[src/rtl/pe_block_gen.sv]
// Variable-node processing element: intrinsic store, three-stage VNU
// pipeline, hard-decision RAM with flip counting.
module pe_block_gen #(
  parameter int J             = 3,
  parameter int ADDR_WIDTH    = 5,
  parameter int MESSAGE_WIDTH = 5
) (
  input  logic                                  clk,
  input  logic                                  rst_n,
  input  logic                                  load_valid,
  input  logic [ADDR_WIDTH-1:0]                 load_add_in,
  input  logic [MESSAGE_WIDTH-1:0]              int_in,
  output logic [ADDR_WIDTH-1:0]                 load_add_out,
  output logic [MESSAGE_WIDTH-1:0]              int_out,
  output logic                                  load_valid_out,
  input  logic                                  vnu_valid,
  input  logic [ADDR_WIDTH-1:0]                 vnu_add,
  input  logic [J-1:0][MESSAGE_WIDTH-1:0]       cnu_data_in,
  output logic [J-1:0][MESSAGE_WIDTH:0]         cnu_data_out,
  output logic                                  enable_cnu,
  input  logic [ADDR_WIDTH-1:0]                 read_add_in,
  output logic                                  dec_out,
  output logic [ADDR_WIDTH:0]                   flips,
  input  logic                                  iter_clr,
  output logic                                  load_err
);

  localparam int RAM_DEPTH = 1 << ADDR_WIDTH;
  localparam int MW        = MESSAGE_WIDTH;
  localparam int TW        = MW + 4;

  localparam logic signed [TW-1:0] SMAX = TW'((1 << MW) - 1);
  localparam logic signed [TW-1:0] SMIN = -SMAX;
  localparam logic [ADDR_WIDTH:0]  FMAX = (ADDR_WIDTH+1)'(RAM_DEPTH);

  // Negative zero maps to 0 naturally: ~0 + 1 wraps to 0.
  function automatic logic [MW-1:0] to_tc(input logic [MW-1:0] x);
    logic [MW-1:0] m;
    m = {1'b0, x[MW-2:0]};
    return x[MW-1] ? (~m + 1'b1) : m;
  endfunction

  function automatic logic signed [TW-1:0] ext(input logic [MW-1:0] x);
    return TW'($signed(x));
  endfunction

  logic [MW-1:0]         intr_mem [RAM_DEPTH];
  logic [RAM_DEPTH-1:0]  dec_mem;

  logic                  v0, v1, v2;
  logic [ADDR_WIDTH-1:0] a0, a1, a2;
  logic [J-1:0][MW-1:0]  d0, conv, c1, c2;
  logic [MW-1:0]         i1;
  logic signed [TW-1:0]  total, t2;
  logic [J-1:0][MW:0]    out_c;
  logic                  busy, wr_ok, new_dec, changed;

  assign busy    = v0 | v1 | v2 | enable_cnu;
  assign wr_ok   = load_valid & ~busy;
  assign new_dec = t2[TW-1];
  assign changed = v2 & (dec_mem[a2] != new_dec);

  always_comb begin
    conv = '0;
    for (int j = 0; j < J; j++) conv[j] = to_tc(d0[j]);
  end

  always_comb begin
    total = ext(i1);
    for (int j = 0; j < J; j++) total = total + ext(c1[j]);
  end

  // Symmetric clamp keeps -2^MW off the output bus.
  always_comb begin
    logic signed [TW-1:0] diff;
    out_c = '0;
    diff  = '0;
    for (int j = 0; j < J; j++) begin
      diff = t2 - ext(c2[j]);
      if (diff > SMAX)      out_c[j] = (MW+1)'(SMAX);
      else if (diff < SMIN) out_c[j] = (MW+1)'(SMIN);
      else                  out_c[j] = (MW+1)'(diff);
    end
  end

  always_ff @(posedge clk) begin
    if (wr_ok) intr_mem[load_add_in] <= int_in;
  end

  always_ff @(posedge clk or negedge rst_n) begin
    if (!rst_n) begin
      load_add_out   <= '0;
      int_out        <= '0;
      load_valid_out <= 1'b0;
      v0             <= 1'b0;
      v1             <= 1'b0;
      v2             <= 1'b0;
      a0             <= '0;
      a1             <= '0;
      a2             <= '0;
      d0             <= '0;
      c1             <= '0;
      c2             <= '0;
      i1             <= '0;
      t2             <= '0;
      enable_cnu     <= 1'b0;
      cnu_data_out   <= '0;
      dec_mem        <= '0;
      dec_out        <= 1'b0;
      flips          <= '0;
      load_err       <= 1'b0;
    end else begin
      load_add_out   <= load_add_in;
      int_out        <= int_in;
      load_valid_out <= load_valid;
      v0             <= vnu_valid;
      a0             <= vnu_add;
      d0             <= cnu_data_in;
      v1             <= v0;
      a1             <= a0;
      i1             <= to_tc(intr_mem[a0]);
      c1             <= conv;
      v2             <= v1;
      a2             <= a1;
      t2             <= total;
      c2             <= c1;
      enable_cnu     <= v2;
      cnu_data_out   <= v2 ? out_c : '0;
      if (v2) dec_mem[a2] <= new_dec;
      dec_out <= (v2 && a2 == read_add_in) ? new_dec
                                           : dec_mem[read_add_in];
      if (iter_clr)
        flips <= '0;
      else if (changed && flips != FMAX)
        flips <= flips + 1'b1;
      if (load_valid && busy) load_err <= 1'b1;
    end
  end

endmodule

[config.mk]
export PLATFORM = sky130hd
export DESIGN_NAME = pe_block_gen
export DESIGN_NICKNAME = d
export VERILOG_FILES = /design/src/rtl/pe_block_gen.sv
export SDC_FILE = /design/constraint.sdc
export NUM_CORES = 1
export LEC_CHECK = 0
export BUFFER_PORTS_ARGS = -buffer_cell sky130_fd_sc_hd__buf_4
export CAP_MARGIN = 20
export CORE_MARGIN = 2
export CORE_UTILIZATION = 45
export DETAILED_ROUTE_END_ITERATION = 8
export HOLD_SLACK_MARGIN = 0.02
export REMOVE_ABC_BUFFERS = 1
export SKIP_LAST_GASP = 1
export SYNTH_ARGS = -nofsm -noshare
export SYNTH_HDL_FRONTEND = slang
export SYNTH_SLANG_ARGS = --single-unit
[constraint.sdc]
create_clock -name clk -period 3.9 [get_ports clk]
set_input_delay 0.195 -clock clk [delete_from_list [all_inputs] [get_ports clk]]
set_output_delay 0.195 -clock clk [all_outputs]
set_load 0.05 [all_outputs]
=== Word level (Yosys, flattened, before mapping) ===
Memory sizes are Yosys's and may differ from the RTL's.
Cells that the tools add are included.
W data, S select, Z words.

* Bits in registers: 146
* Bits in writable memories: 160
* Output and inout port bits: 38
* Logic and storage cells: 90
* Memories kept: 1

{| class="wikitable"
|+ Memories
! name !! words !! width !! rd ports !! clocked after Yosys merged registers in !! write ports !! RTL line !! source
|-
| intr_mem || 32 || 5 || 1 || 0 || 1 || 47 || <nowiki>logic [MW-1:0] intr_mem [RAM_DEPTH];</nowiki>
|}

* Add/sub/neg operators: 11
* Order comparisons: 9
* Equality and inequality tests: 3
* Muxes and demuxes: 23
* Bitwise operators: 10
* Reductions and logical operators: 5

{| class="wikitable"
|+ Operators by type and width
! kind !! count
|-
| $mux W6 || 8
|-
| $bwmux W32 || 1
|-
| $gt A9 B6 Y1 const B || 3
|-
| $lt A9 B6 Y1 const B || 3
|-
| $sub A8 B5 Y9 || 3
|-
| $add A5 B1 Y5 const B || 4
|-
| $mux W5 || 4
|-
| $not A4 Y5 || 4
|-
| $mux W18 || 1
|-
| $lt A5 B6 Y1 const B || 2
|-
| $bmux W1 S5 || 2
|-
| $add A7 B5 Y8 || 1
|-
| $add A6 B5 Y7 || 1
|-
| $add A5 B5 Y6 || 1
|-
| $add A6 B1 Y6 const B || 1
|-
| $mux W1 || 6
|-
| $ne A6 B6 Y1 const B || 1
|-
| $demux W1 S5 || 1
|-
| $eq A5 B5 Y1 || 1
|-
| $ge A5 B1 Y1 const B || 1
|-
| $logic_and A1 B1 Y1 || 4
|-
| $or A1 B1 Y1 || 3
|-
| $and A1 B1 Y1 || 2
|-
| $reduce_bool A2 Y1 || 1
|-
| 2 further kinds || 2
|}

=== Depth between registers and ports, before layout ===
Gate-level depths: netlist (run 1).

* Word-level depth: 7
* Depth in mapped cells: 12

=== Least setup slack after synthesis (run 1) ===
Ideal clock, no wire load.

* Kind: register -> register
* Start point: register t2[0]
* End point: register cnu_data_out[1] in the netlist's numbering
* Setup time: 0.123 ns
* Arrival time: 2.530 ns
* Required time: 3.777 ns
* Slack: 1.247 ns
* Stages on the path, launching flop included: 12
* Clock period less this slack: 2.653 ns
* Cell sequence: dfrtp_1 > inv_1 > ha_1 > inv_1 > fa_1 > a211oi_1 > o21bai_1 > a211oi_1 > nor2_1 > or3_1 > and3_1 > o221a_2

* Word-level cells in the longest chain between the ends: 5
* Elaborated cells between the ends (all ways): 6
* Those cells by class: 1 x add/sub; 2 x order compare; 3 x mux

{| class="wikitable"
|+ Ends and longest elaborated chain
! element !! RTL line !! source
|-
| start, declared || 54 || <nowiki>logic signed [TW-1:0] total, t2;</nowiki>
|-
| start signal, assigned || 125 || <nowiki>t2 <= total;</nowiki>
|-
| $sub A8 B5 Y9 (*) || 79 || <nowiki>diff = t2 - ext(c2[j]);</nowiki>
|-
| $lt A9 B6 Y1 || 81 || <nowiki>else if (diff < SMIN) out_c[j] = (MW+1)'(SMIN);</nowiki>
|-
| $mux W6 || 81 ||
|-
| $mux W6 (*) || 80 || <nowiki>if (diff > SMAX) out_c[j] = (MW+1)'(SMAX);</nowiki>
|-
| $mux W18 (*) || 128 || <nowiki>cnu_data_out <= v2 ? out_c : '0;</nowiki>
|-
| end signal, assigned || 128 ||
|-
| end, declared || 19 || <nowiki>output logic [J-1:0][MESSAGE_WIDTH:0] cnu_data_out,</nowiki>
|}

Every way passes the cells marked *; elsewhere a longest branch is shown, timed or not.
A chain may end at the register's enable or synchronous reset.

=== Worst setup path after layout (run 1) ===
* Start point: register a0[1]
* End point: register i1[1]

* Word-level cells in the longest chain between the ends: 4

{| class="wikitable"
|+ Ends and longest elaborated chain
! element !! RTL line !! source
|-
| start, declared || 51 || <nowiki>logic [ADDR_WIDTH-1:0] a0, a1, a2;</nowiki>
|-
| start signal, assigned || 117 || <nowiki>a0 <= vnu_add;</nowiki>
|-
| $mem_v2 Z32 W5 (*) || -- ||
|-
| $not A4 Y5 || 40 || <nowiki>return x[MW-1] ? (~m + 1'b1) : m;</nowiki>
|-
| $add A5 B1 Y5 || 40 ||
|-
| $mux W5 (*) || 40 ||
|-
| end signal, assigned || 121 || <nowiki>i1 <= to_tc(intr_mem[a0]);</nowiki>
|-
| end, declared || 53 || <nowiki>logic [MW-1:0] i1;</nowiki>
|}

Marks and branches as above.

==> key figures, run 1 <==
Timing
  – RSZ-0062 raised after global routing: no
  – FMAX: 343.4 MHz
  – Final setup vio count: 0
  – Slew Limit Fails: 0
  – Fin crit period: 2.912 ns
  – Setup TNS: 0 ns
  – Worst Skew: between 0.01 and 0.015 ns
  – Worst slew pin tran: 0.8931 ns
  – Final Hold Fails: 0
  – Period utilization: 0.7466
  – Relative slew slack: 0.4046

Hold path
  – Worst hold path type: input pin to flop

Detailed routing
  – WL met3: 1393 um
  – Via count: around 7,900
  – DR pass1 iterations: 5
  – Met2 WL: between 10,000 and 15,000 um
  – M1 wire length: 11,910 um
  – Top Layer Used: met4
  – DR WL/cell: ~19 um
  – Routed Wire Length: 27,840 um
  – Iter 0 DRT Violations: 551
  – Number of remaining DRC errors: 0
  – Post-DRT Antenna Nets: 0
  – Vias per cell: around 5.4

Worst setup path
  – WP buf/inv: 2
  – Crit. End Element: flop
  – WP data required: ~4.3 ns
  – Crit-path max FO: 15
  – Max incr delay on CP: 0.74 ns
  – Crit path DAT: 3.30 ns
  – Slowest CP cell: dfrtp_1
  – CP dominant cell by count: nand3_1
  – Top delay family on crit path: simple AND/OR/NAND/NOR gates
  – Critical Path Start Type: flop
  – Kind of critical path: flop to flop
  – Critical path cell sequence: buf_4, nor2b_1, a22oi_1, nand3_1, nand3_1, inv_1, ha_1, nor2_1, a21oi_1

Floorplan
  – Die area: roughly 0.031 sq mm
  – Die Height: around 180 um
  – Core area: 0.02956 sq mm
  – Row count: 63
  – Starting Density: 0.4558
  – Io pins: 78
  – Die W: between 150 and 200 um

Placed design
  – Dpl hpwl: 18,630 um
  – Gp weighted congestion: 0.8565
  – # port buffers: 77
  – Placed instance area: 0.01445 sq mm

Final layout
  – Layout area overhead: 18.42%
  – Final #Nets: approximately 1,200
  – Design area: 0.01595 sq mm
  – Share of layout cells above drive strength 1: 0.2072
  – Area occupied by multi-input gates: about 0.0047 sq mm
  – FILL cells: 2,404
  – FF/Latch Area: 0.008459 sq mm
  – Ant. Diodes: 0

Pwr
  – Max VDD drop: 356.8 uV
  – Pwr per Cell Area: 632.2 mW/mm^2
  – Pleak: 6.366 nW

GRT
  – Largest net degree at the start of global routing: 100
  – Global-route wire length before repair: 44,220 um
  – Total GRT Usage: 0.1834
  – Congestion Overflow GR: 0
  – Initial antenna violation count: 0
  – Vias in the first global route: 8,018

Synth
  – Ys async rst share: 0.4771
  – Cells after Synth: 936
  – Mapped cell area: ~0.013 sq mm
  – Post-synth top flop: edfxtp_1
  – Count of different cell masters after synthesis: 63
  – Post-synth EDFFs: between 150 and 200
  – Sequential-to-total area share from yosys stat: 0.6278
  – Syn_area_per_cell: 14.39 sq um
  – Yosys warnings: 0
  – #FFs+latches synth: 306

Clock network
  – Cts repair resizes: 0
  – Post-CTS setup buffer count: 0
  – # hold bufs at CTS: 34
  – CTS H-Tree Depth: 2
  – Cts bufs inserted: 34
  – Clk_lat worst skew: 0.52 ns
  – Worst-path clk slew: 0.06 ns
  – CTS tree: yes
  – CTS sink count: 306
  – CTS Buffer Depth: 3
  – Root Buffer: clkbuf_16

Run status
  – Outcome: completed

Run
  – MaxCap Viol Count: 0
[registers in the layout, indices dropped and copies added, names as in the netlist, 5 cells and up]
name / count
a0: 5
a1: 5
a2: 5
c1: 15
c2: 15
cnu_data_out: 18
d0: 15
dec_mem: 32
flips: 6
i1: 5
int_out: 5
intr_mem: 160
load_add_out: 5
t2: 8
[final timing paths]
kind	start	to	slack [ns]	cells past startpoint
setup / recovery	a0[1]	i1[1]	0.99	9
hold / removal	int_in[2]	int_out[2]	0.05	1
setup reg to reg	a0[1]	i1[1]	0.99	9
hold reg to reg	a1[2]	a2[2]	0.35	0
max in group asynchronous	rst_n	a0[2]	2.57	3
min in group asynchronous	rst_n	cnu_data_out[2]	0.36	2
[final cells by class]
| type | instances | area share |
|---|---|---|
| Timing Repair Buffer | 120 | 0.06203 |
| Tap cell | 390 | 0.03059 |
| Clock buffer | 45 | 0.06031 |
| Clock inverter | 17 | 0.01286 |
| Inverter | 44 | 0.01035 |
| Multi-Input combinational cell | 554 | 0.2936 |
| Sequential cell | 306 | 0.5302 |
[per-layer routing]
metal | global-route usage | up-vias
met1 | 0.2401 | 3905
li1 | - | 3737
met4 | 0.06095 | 0
met3 | 0.03071 | 43
met5 | 0 | -
met2 | 0.3114 | 212
[report_power, final]
| part | leakage, nW | total [mW] | internal, mW | switching (mW) |
|---|---|---|---|---|
| Clock | 0.571 | 3.28 | 2.01 | 1.27 |
| Combinational | 2.57 | 2.85 | 1.22 | 1.63 |
| Sequential | 3.22 | 3.95 | 3.73 | 0.228 |
[worst reg2reg max path, cell delays in order (launching register included)]
cell	delay (ns)
dfrtp_1	0.74
buf_4	0.39
nor2b_1	0.64
a22oi_1	0.23
nand3_1	0.19
nand3_1	0.15
inv_1	0.09
ha_1	0.22
nor2_1	0.10
a21oi_1	0.05
[through the flow]
stage	setup WS [ns]	std cells	power [mW]	util	hold WS (ns)
after detailed placement	0.9242	1380	6.846	0.4887	0.3057
final	0.9881	1476	10.09	0.5397	0.05032
after global routing	0.6611	1476	10.66	0.5397	0.04044
after floorplan	0.4944	904	6.108	-	-0.1006
after CTS	0.9177	1476	10.19	0.5397	0.03086
after global placement	0.9581	1380	6.811	0.4887	0.3050
[layout by cell type, fill, tap and decap left out, types with 14 or more instances in the layout]
master and count:
nor2_1 73, ha_1 37, inv_1 44, a21oi_1 26, dlygate4sd3_1 34, o21ai_0 17, mux2i_1 43, dfrtp_1 145
mux4_2 38, a22oi_1 14, edfxtp_1 160, buf_4 85, nand2_1 54, nand3_1 23, mux2_2 29, xnor2_1 21
clkbuf_16 34, fa_1 14
[Yosys cell counts (6+ instances only)]
| master | number | area (sq um) |
|---|---|---|
| a21o_1 | 6 | 45.04 |
| a21oi_1 | 26 | 130.1 |
| a22o_1 | 6 | 52.55 |
| a22oi_1 | 14 | 105.1 |
| a31oi_1 | 6 | 37.54 |
| and3_1 | 9 | 56.30 |
| buf_2 | 9 | 45.04 |
| clkbuf_1 | 15 | 56.30 |
| dfrtp_1 | 146 | 3654 |
| edfxtp_1 | 160 | 4805 |
| fa_1 | 14 | 280.3 |
| ha_1 | 37 | 462.9 |
| inv_1 | 44 | 165.2 |
| mux2_2 | 29 | 326.6 |
| mux2i_1 | 43 | 430.4 |
| mux4_2 | 38 | 855.8 |
| nand2_1 | 54 | 202.7 |
| nand2b_1 | 10 | 62.56 |
| nand3_1 | 23 | 115.1 |
| nand3b_1 | 7 | 52.55 |
| nand4_1 | 8 | 50.05 |
| nor2_1 | 73 | 274.0 |
| nor2b_1 | 9 | 56.30 |
| nor3_1 | 8 | 40.04 |
| nor4_1 | 7 | 43.79 |
| o21a_1 | 7 | 52.55 |
| o21ai_0 | 17 | 85.08 |
| o31ai_1 | 6 | 45.04 |
| xnor2_1 | 21 | 183.9 |
| xor2_1 | 12 | 105.1 |
[cell families (layout without fill, tap and decap cells)]
kind of cell,Yosys count,in the layout,share of synthesized area
compound gates,126,126,0.06603
xor+xnor,33,33,0.02145
fa+ha+maj,51,51,0.05516
buf+inv,76,226,0.02452
flops,306,306,0.6278
mux,111,111,0.1205
simple gates,233,233,0.08451
No activity file was read; power rests on OpenSTA's default activity.
==> inputs of run 2 (changes only) <==
Settings changed: ABC_AREA set to 1.
Clock period 3.9 ns to 2.8 ns, I/O delays scaled along.
==> run 2 against run 1 <==
Against the previous run:
- cell count grew 29%
- register-to-register slack lost 0.81 ns
- clock power grew 35%
- combinational power grew 38%
==> key figures, run 2 <==
Timing
  – Final setup vio count: 0
  – FMAX: 380.8 MHz
  – Slew Limit Fails: 0
  – Worst slew pin tran: approximately 0.62 ns
  – Setup TNS: 0 ns
  – Min Hold Slack: 0.1103 ns
  – Worst Skew: roughly 0.021 ns
  – RSZ-0062 raised after global routing: no
  – Final Hold Fails: 0
  – Fin crit period: 2.626 ns
  – Relative slew slack: 0.5865
  – Period utilization: 0.9380

Pwr
  – Max VDD drop: 469.4 uV
  – Sw frac: 0.3312
  – Pleak: around 7 nW
  – Comb pwr share: 0.285
  – Flop pwr share: 0.397
  – P_sw: 4.589 mW
  – Clock share of power: 0.319
  – Pwr per Cell Area: 849.5 mW/mm^2
  – Int Pwr: 9.267 mW

GRT
  – Global-route wire length before repair: 50,700 um
  – Initial antenna violation count: 0
  – Largest net degree at the start of global routing: 82
  – Congestion Overflow GR: 0
  – Vias in the first global route: 9,840
  – Total GRT Usage: 0.2027

Final layout
  – Share of layout cells above drive strength 1: 0.1097
  – Design area: between 0.015 and 0.02 sq mm
  – Final #Nets: 1,569
  – Number of flip-flops in the largest register: 160
  – Fin util: 0.5360
  – Register name with the most flops: intr_mem
  – Ant. Diodes: 0
  – FILL cells: 2,740
  – Layout area overhead: 18.11%
  – Most frequent cells in the layout: nand2_1 (365), nand3_1 (162), edfxtp_1 (160)
  – Leading registers by flop count: intr_mem x160, dec_mem x32, cnu_data_out x18
  – Post-Layout Cell Count: 1,900
  – Commonest non-fill, non-tap cell in the layout: nand2_1

Synth
  – Ys async rst share: 0.4771
  – Post-synth top area share: 0.3479
  – #FFs+latches synth: roughly 310
  – Syn_area_per_cell: between 10 and 15 sq um
  – Cells after Synth: between 1,000 and 1,500
  – Post-synth EDFFs: 160
  – Mapped cell area: around 0.014 sq mm
  – Most common cell in the netlist: nand2_1
  – Synth area leaders: edfxtp_1 (35%), dfrtp_1 (26%), nand2_1 (9.9%), nand3_1 (5.9%), ha_1 (3.4%)
  – Most instantiated cells after synthesis: nand2_1 (365), nand3_1 (162), edfxtp_1 (160)
  – Sequential-to-total area share from yosys stat: 0.6125
  – Post-synth top flop: edfxtp_1
  – Yosys warnings: 0
  – Count of different cell masters after synthesis: 42
  – Largest area contributor in the netlist: edfxtp_1

Placed design
  – Cell total after placement: 1,803
  – Dpl hpwl: 20,530 um
  – Gp weighted congestion: 0.8768
  – Placed instance area: approximately 0.015 sq mm
  – # port buffers: 77

Worst setup path
  – WP buf/inv: 1
  – Slowest CP cell: fa_1
  – Critical path cell sequence: fa_1, fa_1, ha_1, inv_1, fa_1, o21ai_1, nand2_1, nand4_1, o21ai_0
  – Top delay family on crit path: adder cells
  – Crit. End Element: flop
  – Crit path DAT: 3.01 ns
  – Max incr delay on CP: 0.52 ns
  – Kind of critical path: flop to flop
  – Critical Path Start Type: flop
  – Crit-path max FO: 2
  – WP data required: 3.18 ns
  – CP dominant cell by count: fa_1

Clock network
  – Root Buffer: clkbuf_16
  – Worst-path clk slew: 0.06 ns
  – CTS H-Tree Depth: 2
  – Cts bufs inserted: 34
  – CTS sink count: 306
  – Clk_lat worst skew: 0.52 ns
  – CTS tree: yes
  – CTS Buffer Depth: 3

Floorplan
  – Die Height: about 180 um
  – Row count: 64
  – Die area: 0.03211 sq mm
  – Starting Density: 0.4538
  – Core area: 0.03043 sq mm
  – Die W: approximately 180 um
  – Io pins: 78

Detailed routing
  – Iter 0 DRT Violations: 740
  – DR pass1 iterations: 7
  – Vias per cell: 5.253
  – Post-DRT Antenna Nets: 0
  – DR WL/cell: roughly 17 um
  – Routed Wire Length: approximately 32,000 um
  – Number of remaining DRC errors: 0
  – Via count: between 9,000 and 10,000

Run status
  – Outcome: completed

Hold path
  – Worst hold path type: input pin to flop

Run
  – MaxCap Viol Count: 0
## run 2: timing repair
action	in CTS	in global routing
resized for setup	0	2
setup buffers	0	0
hold buffers	35	0
setup endpoints to repair	0	3
endpoints found under the hold margin	105	0
## run 2: path summary, 6_finish.rpt
| kind | from | endpoint | slack, ns | cells after the start |
|---|---|---|---|---|
| max in group asynchronous | rst_n | t2[2] | 1.90 | 3 |
| setup / recovery | c1[1] | t2[7] | 0.17 | 9 |
| hold reg to reg | a1[1] | a2[1] | 0.35 | 0 |
| setup reg to reg | c1[1] | t2[7] | 0.17 | 9 |
| min in group asynchronous | rst_n | dec_mem[21] | 0.20 | 2 |
| hold / removal | read_add_in[3] | dec_out | 0.11 | 5 |
## run 2: worst min-delay path, cell delays in order
cell and delay [ns]:
buf_4 0.12, nand2_1 0.06, a221oi_1 0.09, nand4_1 0.10
nand2_1 0.07
## run 2: through the flow
step | worst slack, ns | power, mW
floorplan | -0.6415 | 8.389
global placement | 0.1165 | 9.390
detailed placement | 0.07184 | 9.445
CTS | 0.04969 | 13.95
global route | 0.01024 | 14.76
finish | 0.1737 | 13.86
## run 2: final cells by class
| class | instances | area (sq um) | share of cell area |
|---|---|---|---|
| clock buffer | 42 | 922.1 | 0.05654 |
| sequential | 306 | 8459 | 0.5186 |
| inverter | 108 | 410.4 | 0.02516 |
| multi-input combinational | 900 | 4717 | 0.2892 |
| timing repair buffer | 128 | 1102 | 0.06758 |
| clock inverter | 20 | 203.9 | 0.01250 |
| tap | 396 | 495.5 | 0.03038 |
## run 2: routing by layer
layer | part of all wire | global-route usage | vias up
li1 | - | - | 4839
met1 | 0.45 | 0.2750 | 4772
met2 | 0.47 | 0.3357 | 299
met3 | 0.055 | 0.02990 | 71
met4 | 0.026 | 0.06653 | 0
met5 | 0 | 0 | -
## run 2: power groups by stage
| stage | Combinational, mW | Clock [mW] | Sequential [mW] |
|---|---|---|---|
| 2_1_floorplan | 2.40 | 0 | 5.99 |
| 3_3_place_gp | 3.81 | 0 | 5.58 |
| 3_5_place_dp | 3.86 | 0 | 5.58 |
| 4_1_cts | 3.93 | 4.52 | 5.50 |
| 5_1_grt | 4.50 | 4.71 | 5.54 |
| 6_report | 3.94 | 4.42 | 5.50 |
## run 2: kinds of logic after synthesis
logic type / synth area share
simple gates: 0.2027
xor+xnor: 0.01903
compound gates: 0.06514
buf+inv: 0.04684
fa+ha+maj: 0.05382
flops: 0.6125
